===== src/rtl/io_cs_sequencer.sv =====
`default_nettype none
// ============================================================================
// Module   : io_cs_sequencer
// Purpose  : Arbitrates one peripheral I/O bus between two requesters
//            (req0 = main CPU, req1 = sub CPU). Decodes the winner's 3-bit
//            select into eight active-low chip selects and runs a fixed
//            SETUP / ACTIVE (strobe) / HOLD sequence, then pulses the
//            winner's ack for one DONE cycle.
// Ports    : clk, reset_n            clock, async active-low reset
//            en                      gates new grants only
//            reqN/selN/wrN/wdataN    requester N access request
//            ackN                    requester N completion pulse
//            rdata                   captured read data (shared)
//            cs_n/rd_n/wr_n          chip selects and strobes (active low)
//            bus_dout/bus_din        bus write / read data
//            busy, gnt               not-IDLE flag, current/last grantee
// Revision : 1.0 - initial release
// ============================================================================
module io_cs_sequencer #(
  parameter int SETUP_CYC  = 1,
  parameter int ACTIVE_CYC = 2,
  parameter int HOLD_CYC   = 1
) (
  input  logic       clk,
  input  logic       reset_n,
  input  logic       en,
  input  logic       req0,
  input  logic [2:0] sel0,
  input  logic       wr0,
  input  logic [7:0] wdata0,
  output logic       ack0,
  input  logic       req1,
  input  logic [2:0] sel1,
  input  logic       wr1,
  input  logic [7:0] wdata1,
  output logic       ack1,
  output logic [7:0] rdata,
  output logic [7:0] cs_n,
  output logic       rd_n,
  output logic       wr_n,
  output logic [7:0] bus_dout,
  input  logic [7:0] bus_din,
  output logic       busy,
  output logic       gnt
);

  localparam logic [2:0] c_st_idle   = 3'd0;
  localparam logic [2:0] c_st_setup  = 3'd1;
  localparam logic [2:0] c_st_active = 3'd2;
  localparam logic [2:0] c_st_hold   = 3'd3;
  localparam logic [2:0] c_st_done   = 3'd4;

  // Counters load "cycles - 1" on state entry and leave the state at zero.
  localparam logic [3:0] c_setup_load  = 4'(SETUP_CYC - 1);
  localparam logic [3:0] c_active_load = 4'(ACTIVE_CYC - 1);
  localparam logic [3:0] c_hold_load   = 4'(HOLD_CYC - 1);

  logic [2:0] state_q, state_d;
  logic [3:0] cnt_q, cnt_d;
  logic       w_grant;
  logic       w_winner;

  // Latched access attributes
  logic [2:0] sel_q, sel_d;
  logic       wr_q, wr_d;
  logic [7:0] wdata_q, wdata_d;
  logic       gnt_q, gnt_d;
  logic       last_q, last_d;

  // Registered outputs
  logic [7:0] cs_n_q, cs_n_d;
  logic       rd_n_q, rd_n_d;
  logic       wr_n_q, wr_n_d;
  logic [7:0] bus_dout_q, bus_dout_d;
  logic [7:0] rdata_q, rdata_d;
  logic       ack0_q, ack0_d;
  logic       ack1_q, ack1_d;
  logic       busy_q, busy_d;
  logic       w_cs_phase;

  // --------------------------------------------------------------------------
  // State register
  // --------------------------------------------------------------------------
  always_ff @(posedge clk or negedge reset_n) begin
    if (!reset_n) begin
      state_q <= c_st_idle;
      cnt_q   <= 4'd0;
    end else begin
      state_q <= state_d;
      cnt_q   <= cnt_d;
    end
  end

  // --------------------------------------------------------------------------
  // Next-state logic, including the round-robin grant decision
  // --------------------------------------------------------------------------
  always_comb begin
    state_d  = state_q;
    cnt_d    = cnt_q;
    w_grant  = 1'b0;
    w_winner = gnt_q;
    case (state_q)
      c_st_idle: begin
        if (en && (req0 || req1)) begin
          w_grant = 1'b1;
          // On a tie the requester that did not win last time goes next.
          w_winner = (req0 && req1) ? ~last_q : req1;
          state_d  = c_st_setup;
          cnt_d    = c_setup_load;
        end
      end
      c_st_setup: begin
        if (cnt_q == 4'd0) begin
          state_d = c_st_active;
          cnt_d   = c_active_load;
        end else begin
          cnt_d = cnt_q - 4'd1;
        end
      end
      c_st_active: begin
        if (cnt_q == 4'd0) begin
          state_d = c_st_hold;
          cnt_d   = c_hold_load;
        end else begin
          cnt_d = cnt_q - 4'd1;
        end
      end
      c_st_hold: begin
        if (cnt_q == 4'd0) begin
          state_d = c_st_done;
          cnt_d   = 4'd0;
        end else begin
          cnt_d = cnt_q - 4'd1;
        end
      end
      c_st_done: begin
        state_d = c_st_idle;
        cnt_d   = 4'd0;
      end
      default: begin
        state_d = c_st_idle;
        cnt_d   = 4'd0;
      end
    endcase
  end

  // --------------------------------------------------------------------------
  // Output logic. Outputs are computed from the *next* state and next latched
  // attributes so that the registered copies line up with the state they
  // describe (cs_n drops in the first SETUP cycle, not one cycle later).
  // --------------------------------------------------------------------------
  always_comb begin
    sel_d   = sel_q;
    wr_d    = wr_q;
    wdata_d = wdata_q;
    gnt_d   = gnt_q;
    last_d  = last_q;
    if (w_grant) begin
      sel_d   = w_winner ? sel1   : sel0;
      wr_d    = w_winner ? wr1    : wr0;
      wdata_d = w_winner ? wdata1 : wdata0;
      gnt_d   = w_winner;
      last_d  = w_winner;
    end

    w_cs_phase = (state_d == c_st_setup) || (state_d == c_st_active) ||
                 (state_d == c_st_hold);

    cs_n_d     = w_cs_phase ? ~(8'h01 << sel_d) : 8'hFF;
    rd_n_d     = !((state_d == c_st_active) && !wr_d);
    wr_n_d     = !((state_d == c_st_active) &&  wr_d);
    bus_dout_d = (w_cs_phase && wr_d) ? wdata_d : 8'h00;
    ack0_d     = (state_d == c_st_done) && !gnt_d;
    ack1_d     = (state_d == c_st_done) &&  gnt_d;
    busy_d     = (state_d != c_st_idle);

    // Read data is sampled on the edge that ends the last ACTIVE cycle.
    rdata_d = rdata_q;
    if ((state_q == c_st_active) && (cnt_q == 4'd0) && !wr_q) begin
      rdata_d = bus_din;
    end
  end

  always_ff @(posedge clk or negedge reset_n) begin
    if (!reset_n) begin
      sel_q      <= 3'd0;
      wr_q       <= 1'b0;
      wdata_q    <= 8'h00;
      gnt_q      <= 1'b0;
      last_q     <= 1'b1;  // requester 0 wins the first tie
      cs_n_q     <= 8'hFF;
      rd_n_q     <= 1'b1;
      wr_n_q     <= 1'b1;
      bus_dout_q <= 8'h00;
      rdata_q    <= 8'h00;
      ack0_q     <= 1'b0;
      ack1_q     <= 1'b0;
      busy_q     <= 1'b0;
    end else begin
      sel_q      <= sel_d;
      wr_q       <= wr_d;
      wdata_q    <= wdata_d;
      gnt_q      <= gnt_d;
      last_q     <= last_d;
      cs_n_q     <= cs_n_d;
      rd_n_q     <= rd_n_d;
      wr_n_q     <= wr_n_d;
      bus_dout_q <= bus_dout_d;
      rdata_q    <= rdata_d;
      ack0_q     <= ack0_d;
      ack1_q     <= ack1_d;
      busy_q     <= busy_d;
    end
  end

  assign cs_n     = cs_n_q;
  assign rd_n     = rd_n_q;
  assign wr_n     = wr_n_q;
  assign bus_dout = bus_dout_q;
  assign rdata    = rdata_q;
  assign ack0     = ack0_q;
  assign ack1     = ack1_q;
  assign busy     = busy_q;
  assign gnt      = gnt_q;

endmodule
`default_nettype wire


===== config.mk =====
export PLATFORM = sky130hd
export DESIGN_NAME = io_cs_sequencer
export DESIGN_NICKNAME = d
export VERILOG_FILES = /design/src/rtl/io_cs_sequencer.sv
export SDC_FILE = /design/constraint.sdc
export NUM_CORES = 1
export LEC_CHECK = 0
export ABC_AREA = 1
export BUFFER_PORTS_ARGS = -buffer_cell sky130_fd_sc_hd__buf_2
export CORE_MARGIN = 2
export CORE_UTILIZATION = 51
export CTS_BUF_LIST = sky130_fd_sc_hd__clkbuf_8 sky130_fd_sc_hd__clkbuf_16
export CTS_CLUSTER_SIZE = 24
export DETAILED_ROUTE_END_ITERATION = 6
export PLACE_DENSITY = 0.81
export SYNTH_ARGS = -nofsm -noshare
export SYNTH_HDL_FRONTEND = slang
export SYNTH_SLANG_ARGS = --single-unit

===== constraint.sdc =====
create_clock -name clk -period 2 [get_ports clk]
set_clock_uncertainty 0.2 [all_clocks]
set_input_delay 0.2 -clock clk [delete_from_list [all_inputs] [get_ports clk]]
set_output_delay 0.2 -clock clk [all_outputs]
set_load 0.01 [all_outputs]

== Word-level counts from Yosys, hierarchy flattened ==
Index checks and enable logic that the tools add are counted.
Widths: inputs -> output; s select.

* Bits of input ports: 37
* Register bits after elaboration: 50
* Logic and storage cells: 71
* Output and inout port bits: 30

* Reductions and logical operators: 21
* Add/subtract/negate cells: 1
* Shift-type cells: 1
* Equal/unequal tests: 8
* Bitwise operators: 2
* Mux-type cells: 23

{| class="wikitable"
|+ Operators by type and width
! kind !! count
|-
| $mux 8 || 4
|-
| $mux 3 || 6
|-
| $eq 3x2->1 const B || 4
|-
| $mux 4 || 3
|-
| $pmux 3 s4 || 1
|-
| $pmux 4 s3 || 1
|-
| $logic_and 1x1->1 || 9
|-
| $mux 1 || 8
|-
| $not 8->8 || 1
|-
| $shl 1x3->8 const A || 1
|-
| $eq 3x1->1 const B || 2
|-
| $logic_not 1->1 || 5
|-
| $logic_not 4->1 || 1
|-
| $sub 4x1->4 const B || 1
|-
| $eq 3x3->1 const B || 1
|-
| $logic_not 3->1 || 1
|-
| $logic_or 1x1->1 || 3
|-
| $reduce_bool 3->1 || 1
|-
| $ne 2x2->1 const B || 1
|-
| $reduce_or 2->1 || 1
|-
| $not 1->1 || 1
|}

== Depth between registers and ports, before layout ==
* Depth after elaboration: 9
* Gate-level depth with buffers: 11
* Mapped depth without buffers: 11

== Worst setup path before layout ==
Ideal clock, no wire load.

* Path type: register -> register
* From: register cnt_q[0]
* To: register bus_dout_q[0], in the netlist bus_dout[0]
* Buffers on the path: 0
* Cell stages (with the launch flop): 11
* Path slack: 0.310 ns
* Required time: 1.683 ns
* Setup time: 0.117 ns
* Period minus slack after synthesis: 1.690 ns
* Arrival time: 1.373 ns
* Cells stage by stage: dfrtp_1 > inv_1 > ha_1 > nand2_2 > nor2_4 > nor2_4 > nand2_4 > nor2_8 > inv_4 > nand2_4 > nor2_2

* Cells in the longest elaborated chain, start to end: 8
* Elaborated cells on any way between the ends: 12
* Classes of those cells: 3 x eq/ne; 5 x mux; 4 x reduce/logical

{| class="wikitable"
|+ RTL lines
! element !! line !! RTL
|-
| start: declaration || 59 || <nowiki>logic [3:0] cnt_q, cnt_d;</nowiki>
|-
| start signal: assignment || 90 || <nowiki>cnt_q <= cnt_d;</nowiki>
|-
| $logic_not 4->1 (*) || 113, 121, 129 ||
|-
| $mux 3 (on tied branches) || 129, 113, 121 ||
|-
| $pmux 3 s4 (*) || 102 || <nowiki>case (state_q)</nowiki>
|-
| named net state_d[0] || 58 || <nowiki>logic [2:0] state_q, state_d;</nowiki>
|-
| $eq 3x1->1 or $eq 3x2->1 (tied branches) || 166 || <nowiki>w_cs_phase = (state_d == c_st_setup) || (state_d == c_st_active) ||</nowiki>
|-
| $logic_or 1x1->1 || 166 ||
|-
| $logic_or 1x1->1 (*) || 166 ||
|-
| $logic_and 1x1->1 (*) || 172 || <nowiki>bus_dout_d = (w_cs_phase && wr_d) ? wdata_d : 8'h00;</nowiki>
|-
| $mux 8 (*) || 172 ||
|-
| named net bus_dout_d[0] || 74 || <nowiki>logic [7:0] bus_dout_q, bus_dout_d;</nowiki>
|-
| end signal: assignment || 208 || <nowiki>bus_dout_q <= bus_dout_d;</nowiki>
|-
| end: declaration || 74 ||
|}

The timed path passes the listed nets; every way through them passes the cells marked *.
A chain may end at the register's enable or synchronous reset.

== Final worst setup path ==
* From: register state_q[0]
* To: register cs_n_q[1], in the netlist cs_n[1]

* Cells in the longest elaborated chain, start to end: 7
* Elaborated cells on any way between the ends: 21
* Classes of those cells: 6 x eq/ne; 1 x shift; 10 x mux; 1 x bitwise; 3 x reduce/logical

{| class="wikitable"
|+ RTL lines
! element !! line !! RTL
|-
| start: declaration || 58 ||
|-
| start signal: assignment || 86 || <nowiki>state_q <= c_st_idle;</nowiki>
|-
| start signal: assignment || 89 || <nowiki>state_q <= state_d;</nowiki>
|-
| $logic_not 3->1 (*) || 102 ||
|-
| $mux 1 || 102 ||
|-
| $mux 3 || 159 || <nowiki>sel_d = w_winner ? sel1 : sel0;</nowiki>
|-
| $mux 3 (*) || 158 || <nowiki>if (w_grant) begin</nowiki>
|-
| named net sel_d[1] || 64 || <nowiki>logic [2:0] sel_q, sel_d;</nowiki>
|-
| $shl 1x3->8 (*) || 169 || <nowiki>cs_n_d = w_cs_phase ? ~(8'h01 << sel_d) : 8'hFF;</nowiki>
|-
| $not 8->8 (*) || 169 ||
|-
| $mux 8 (*) || 169 ||
|-
| named net cs_n_d[1] || 71 || <nowiki>logic [7:0] cs_n_q, cs_n_d;</nowiki>
|-
| end signal: assignment || 205 || <nowiki>cs_n_q <= cs_n_d;</nowiki>
|-
| end: declaration || 71 ||
|}

Marked as above.

==> flow_summary_export.csv <==
group,metric,value,unit
synthesis,synth_edf_count,0,
floorplanning,dieHeight,71.4,µm
cells_and_area,fillers,338,
cells_and_area,drive_above_1_share,44.3,%
setup_path,worst_setup_path_end_kind,"flip-flop",
synthesis,synth-xor-area-share,0,%
grt,top_usage_layer,"met2",
drt,wl,4.48,mm
placed_design,dp_hpwl,3.12,mm
synthesis,yosysTopAreaCellShare,42.1,%
synthesis,yosysMostFrequentCell,"nand2_1",
cells_and_area,antenna_cells,0,
synthesis,synthTopCellsByArea,"dfrtp_1 (42%), dfstp_2 (12%), nand2_1 (6.6%), inv_1 (3.9%), mux2_2 (3.9%)",
clock_tree,h-tree-depth,2,
power_and_ir_drop,sw_frac_of_total,41.2,%
synthesis,synth_top_area_cell,"dfrtp_1",
drt,wl_per_cell,12.5,µm
timing,setup_viol,0,
synthesis,synth_flop_cell,"dfrtp_1",
synthesis,synthAdderAreaFrac,1.08,%
grt,grt_pass1_vias,1744,
synthesis,synth_compound_area_share,6.42,%
min_path,holdPathStages,5,
setup_path,reg2reg_depth,10,
synthesis,syn-num-nets,264,
synthesis,synth.cell_area,2320,µm²
setup_path,critical_path.top_delay_family,"simple AND/OR/NAND/NOR gates",
drt,vias,1734,
synthesis,syn_inst,225,
power_and_ir_drop,power_frac_seq,37.8,%
synthesis,syn_area_per_cell,10.3,µm²
drt,remaining_drc_errors,0,
timing,fmax,531,MHz
placed_design,port_buffers,66,
setup_path,cp_slowest_cell,"dfrtp_1",
clock_tree,cts_tree,"yes",
drt,via_per_inst,4.83,
setup_path,cp_slowest_stage_delay,0.46,ns
grt,grt_use_met2,32.5,%
grt,grt_max_degree,51,
power_and_ir_drop,p_int,0.00266,W
cells_and_area,syn_to_final_growth,24.7,%
timing,post-route-period-util,94.2,%
flow_run,drv_cap,0,
grt,use_met3,4.64,%
power_and_ir_drop,ir_drop,725,µV
timing,relSlewSlack,59.7,%
setup_path,cp.depth,10,
grt,grt_pass1_wl,7.70,mm
setup_path,startpoint_type,"flip-flop",
floorplanning,io_pins,67,
placed_design,gp_congestion,0.854,
timing,tns,0,ns
synthesis,yosys.area_share.simple,28.2,%
synthesis,synth_top_family_by_area,"simple AND/OR/NAND/NOR gates",
cells_and_area,layout.cells.non_filler,359,
power_and_ir_drop,combinationalPowerShare,48.7,%
cells_and_area,nets,345,
floorplanning,die_area,5100,µm²
setup_path,crit_top_cell,"nand2_4",
setup_path,critPathMaxFanout,17,
synthesis,yosys-mux-area-fraction,3.89,%
synthesis,synthArstFlopShare,100,%
setup_path,crit_type,"reg2reg",
grt,globalRouteMet1Util,24.8,%
setup_path,cp.required,2.03,ns
grt,grt.total_usage,19.5,%
power_and_ir_drop,p_sw,0.00187,W
clock_tree,clk_path_buf_depth,2,
timing,hold_viol_final,0,
setup_path,arrival,1.91,ns
floorplanning,coreArea,4350,µm²
timing,tightest_slew,0.605,ns
synthesis,synth_commonest_cells,"nand2_1 (41), dfrtp_1 (39), inv_1 (24), nor2_1 (24), dfstp_2 (11)",
grt,overflow,0,
timing,min_period,1.88,ns
clock_tree,cts-buffers-inserted,5,
grt,antenna_found_initial,0,
setup_path,path_cells,"inv_4 -> nand2_4 -> nor2_4 -> nand2_4 -> nand2_4 -> nand3_1 -> nand2_1 -> nand2_2 -> nor2_1 -> nand2_1",
synthesis,yosys_warnings,0,
drt,drt_iter0_markers,118,
timing,grt_setup_unrepaired,"false",
outcome,outcome,"complete, no violations",
floorplanning,rows,24,
drt,first_pass_iters,4,
clock_tree,cts_setup_buffers,0,
synthesis,synthDistinctLibCells,30,
clock_tree,clk_latency,0.30,ns
power_and_ir_drop,pwr-share-clk,13.5,%
floorplanning,start_util,53.2,%
power_and_ir_drop,powerDensity,1570,nW/µm²
floorplanning,fp.dieW,71.4,µm
clock_tree,cts_sinks,50,
placed_design,dp_cells,342,
min_path,hold_path_class,"in2reg",
timing,drv_slew,0,
drt,drtAntennaViolNets,0,
synthesis,ys_ff_latch,50,
power_and_ir_drop,leakage,1.49,nW
synthesis,ys_seq_area_share,54.6,%
setup_path,path_buf_inv,1,
clock_tree,clk_pin_slew,0.09,ns
clock_tree,cts-root-buf,"clkbuf_8",
-- per-layer routing --
layer	vias up	routed length (µm)
met3	4	179
met1	815	1860
met5	-	0
li1	879	-
met2	36	2380
met4	0	66
-- final cells by class --
| type | instances | area (µm²) | share of cell area, % |
|---|---|---|---|
| flip-flops and latches | 50 | 1260 | 43.8 |
| multi-input cells | 144 | 921 | 31.9 |
| clock buffers | 6 | 82.6 | 2.86 |
| well taps | 52 | 65.1 | 2.25 |
| clock inverters | 2 | 12.5 | 0.433 |
| repair buffers | 76 | 428 | 14.8 |
| inverters | 29 | 116 | 4.03 |
-- layout by cell type (no fill, tap or decap), types with 8 or more instances in the layout --
cell type / count
o22a_1: 8
dlygate4sd3_1: 9
nor2_2: 9
inv_1: 25
dfrtp_1: 39
nand2_1: 41
mux2_2: 8
nand2_2: 8
buf_2: 66
nor2_1: 24
dfstp_2: 11
-- through the flow --
| step | setup WS, ns | cell area, µm² | hold slack (ns) | utilization (%) | total power [W] |
|---|---|---|---|---|---|
| after floorplan | 0.310 | 2320 | -0.296 | - | 0.00334 |
| after global routing | 0.00265 | 2890 | 0.00952 | 66.4 | 0.00491 |
| after global placement | 0.173 | 2700 | 0.130 | 62.0 | 0.00386 |
| after CTS | 0.130 | 2880 | 0.00586 | 66.2 | 0.00456 |
| final | 0.115 | 2890 | 0.00870 | 66.4 | 0.00453 |
| after detailed placement | 0.162 | 2700 | 0.137 | 62.0 | 0.00392 |
-- final timing paths --
path                       startpoint    endpoint  slack (ns)
hold / removal              wdata1[4]  wdata_q[4]       0.009
max in group asynchronous     reset_n        ack1        0.86
setup reg to reg           state_q[0]     cs_n[1]        0.12
hold reg to reg              rdata[7]    rdata[7]        0.31
setup / recovery           state_q[0]     cs_n[1]        0.12
min in group asynchronous     reset_n    rdata[0]        0.33
-- worst min-delay path: stages --
cell,delay (ns)
buf_2,0.07
nor2_1,0.03
nand2_1,0.05
nand2_1,0.07
inv_1,0.05
-- repair_timing --
action | CTS | global route
hold endpoints to repair | 47 | 0
hold buffers | 9 | 0
endpoints found under the setup margin | 0 | 14
resized for setup | 0 | 2
-- sequential cells by signal (all words and copies together), names as in the netlist --
| name | flops |
|---|---|
| rd_n | 1 |
| busy | 1 |
| ack1 | 1 |
| bus_dout | 8 |
| state_q | 3 |
| wr_q | 1 |
| cs_n | 8 |
| last_q | 1 |
| ack0 | 1 |
| cnt_q | 4 |
| sel_q | 3 |
| wr_n | 1 |
| wdata_q | 8 |
| rdata | 8 |
| gnt | 1 |
-- power groups by stage --
stage | combinational, W | sequential (W) | clock [W]
6_report | 0.00221 | 0.00172 | 0.000612
3_5_place_dp | 0.00219 | 0.00173 | 0
2_1_floorplan | 0.00149 | 0.00185 | 0
4_1_cts | 0.00222 | 0.00171 | 0.000628
5_1_grt | 0.00247 | 0.00176 | 0.000679
3_3_place_gp | 0.00213 | 0.00173 | 0
-- logic make-up after synthesis --
| group | count (synthesis) |
|---|---|
| flip-flops | 50 |
| AND/OR/NAND/NOR | 114 |
| AO/OA/AOI/OAI | 20 |
| buffers and inverters | 31 |
| multiplexers | 8 |
| adder cells (fa/ha/maj) | 2 |
Power figures use the tool's default switching activity.
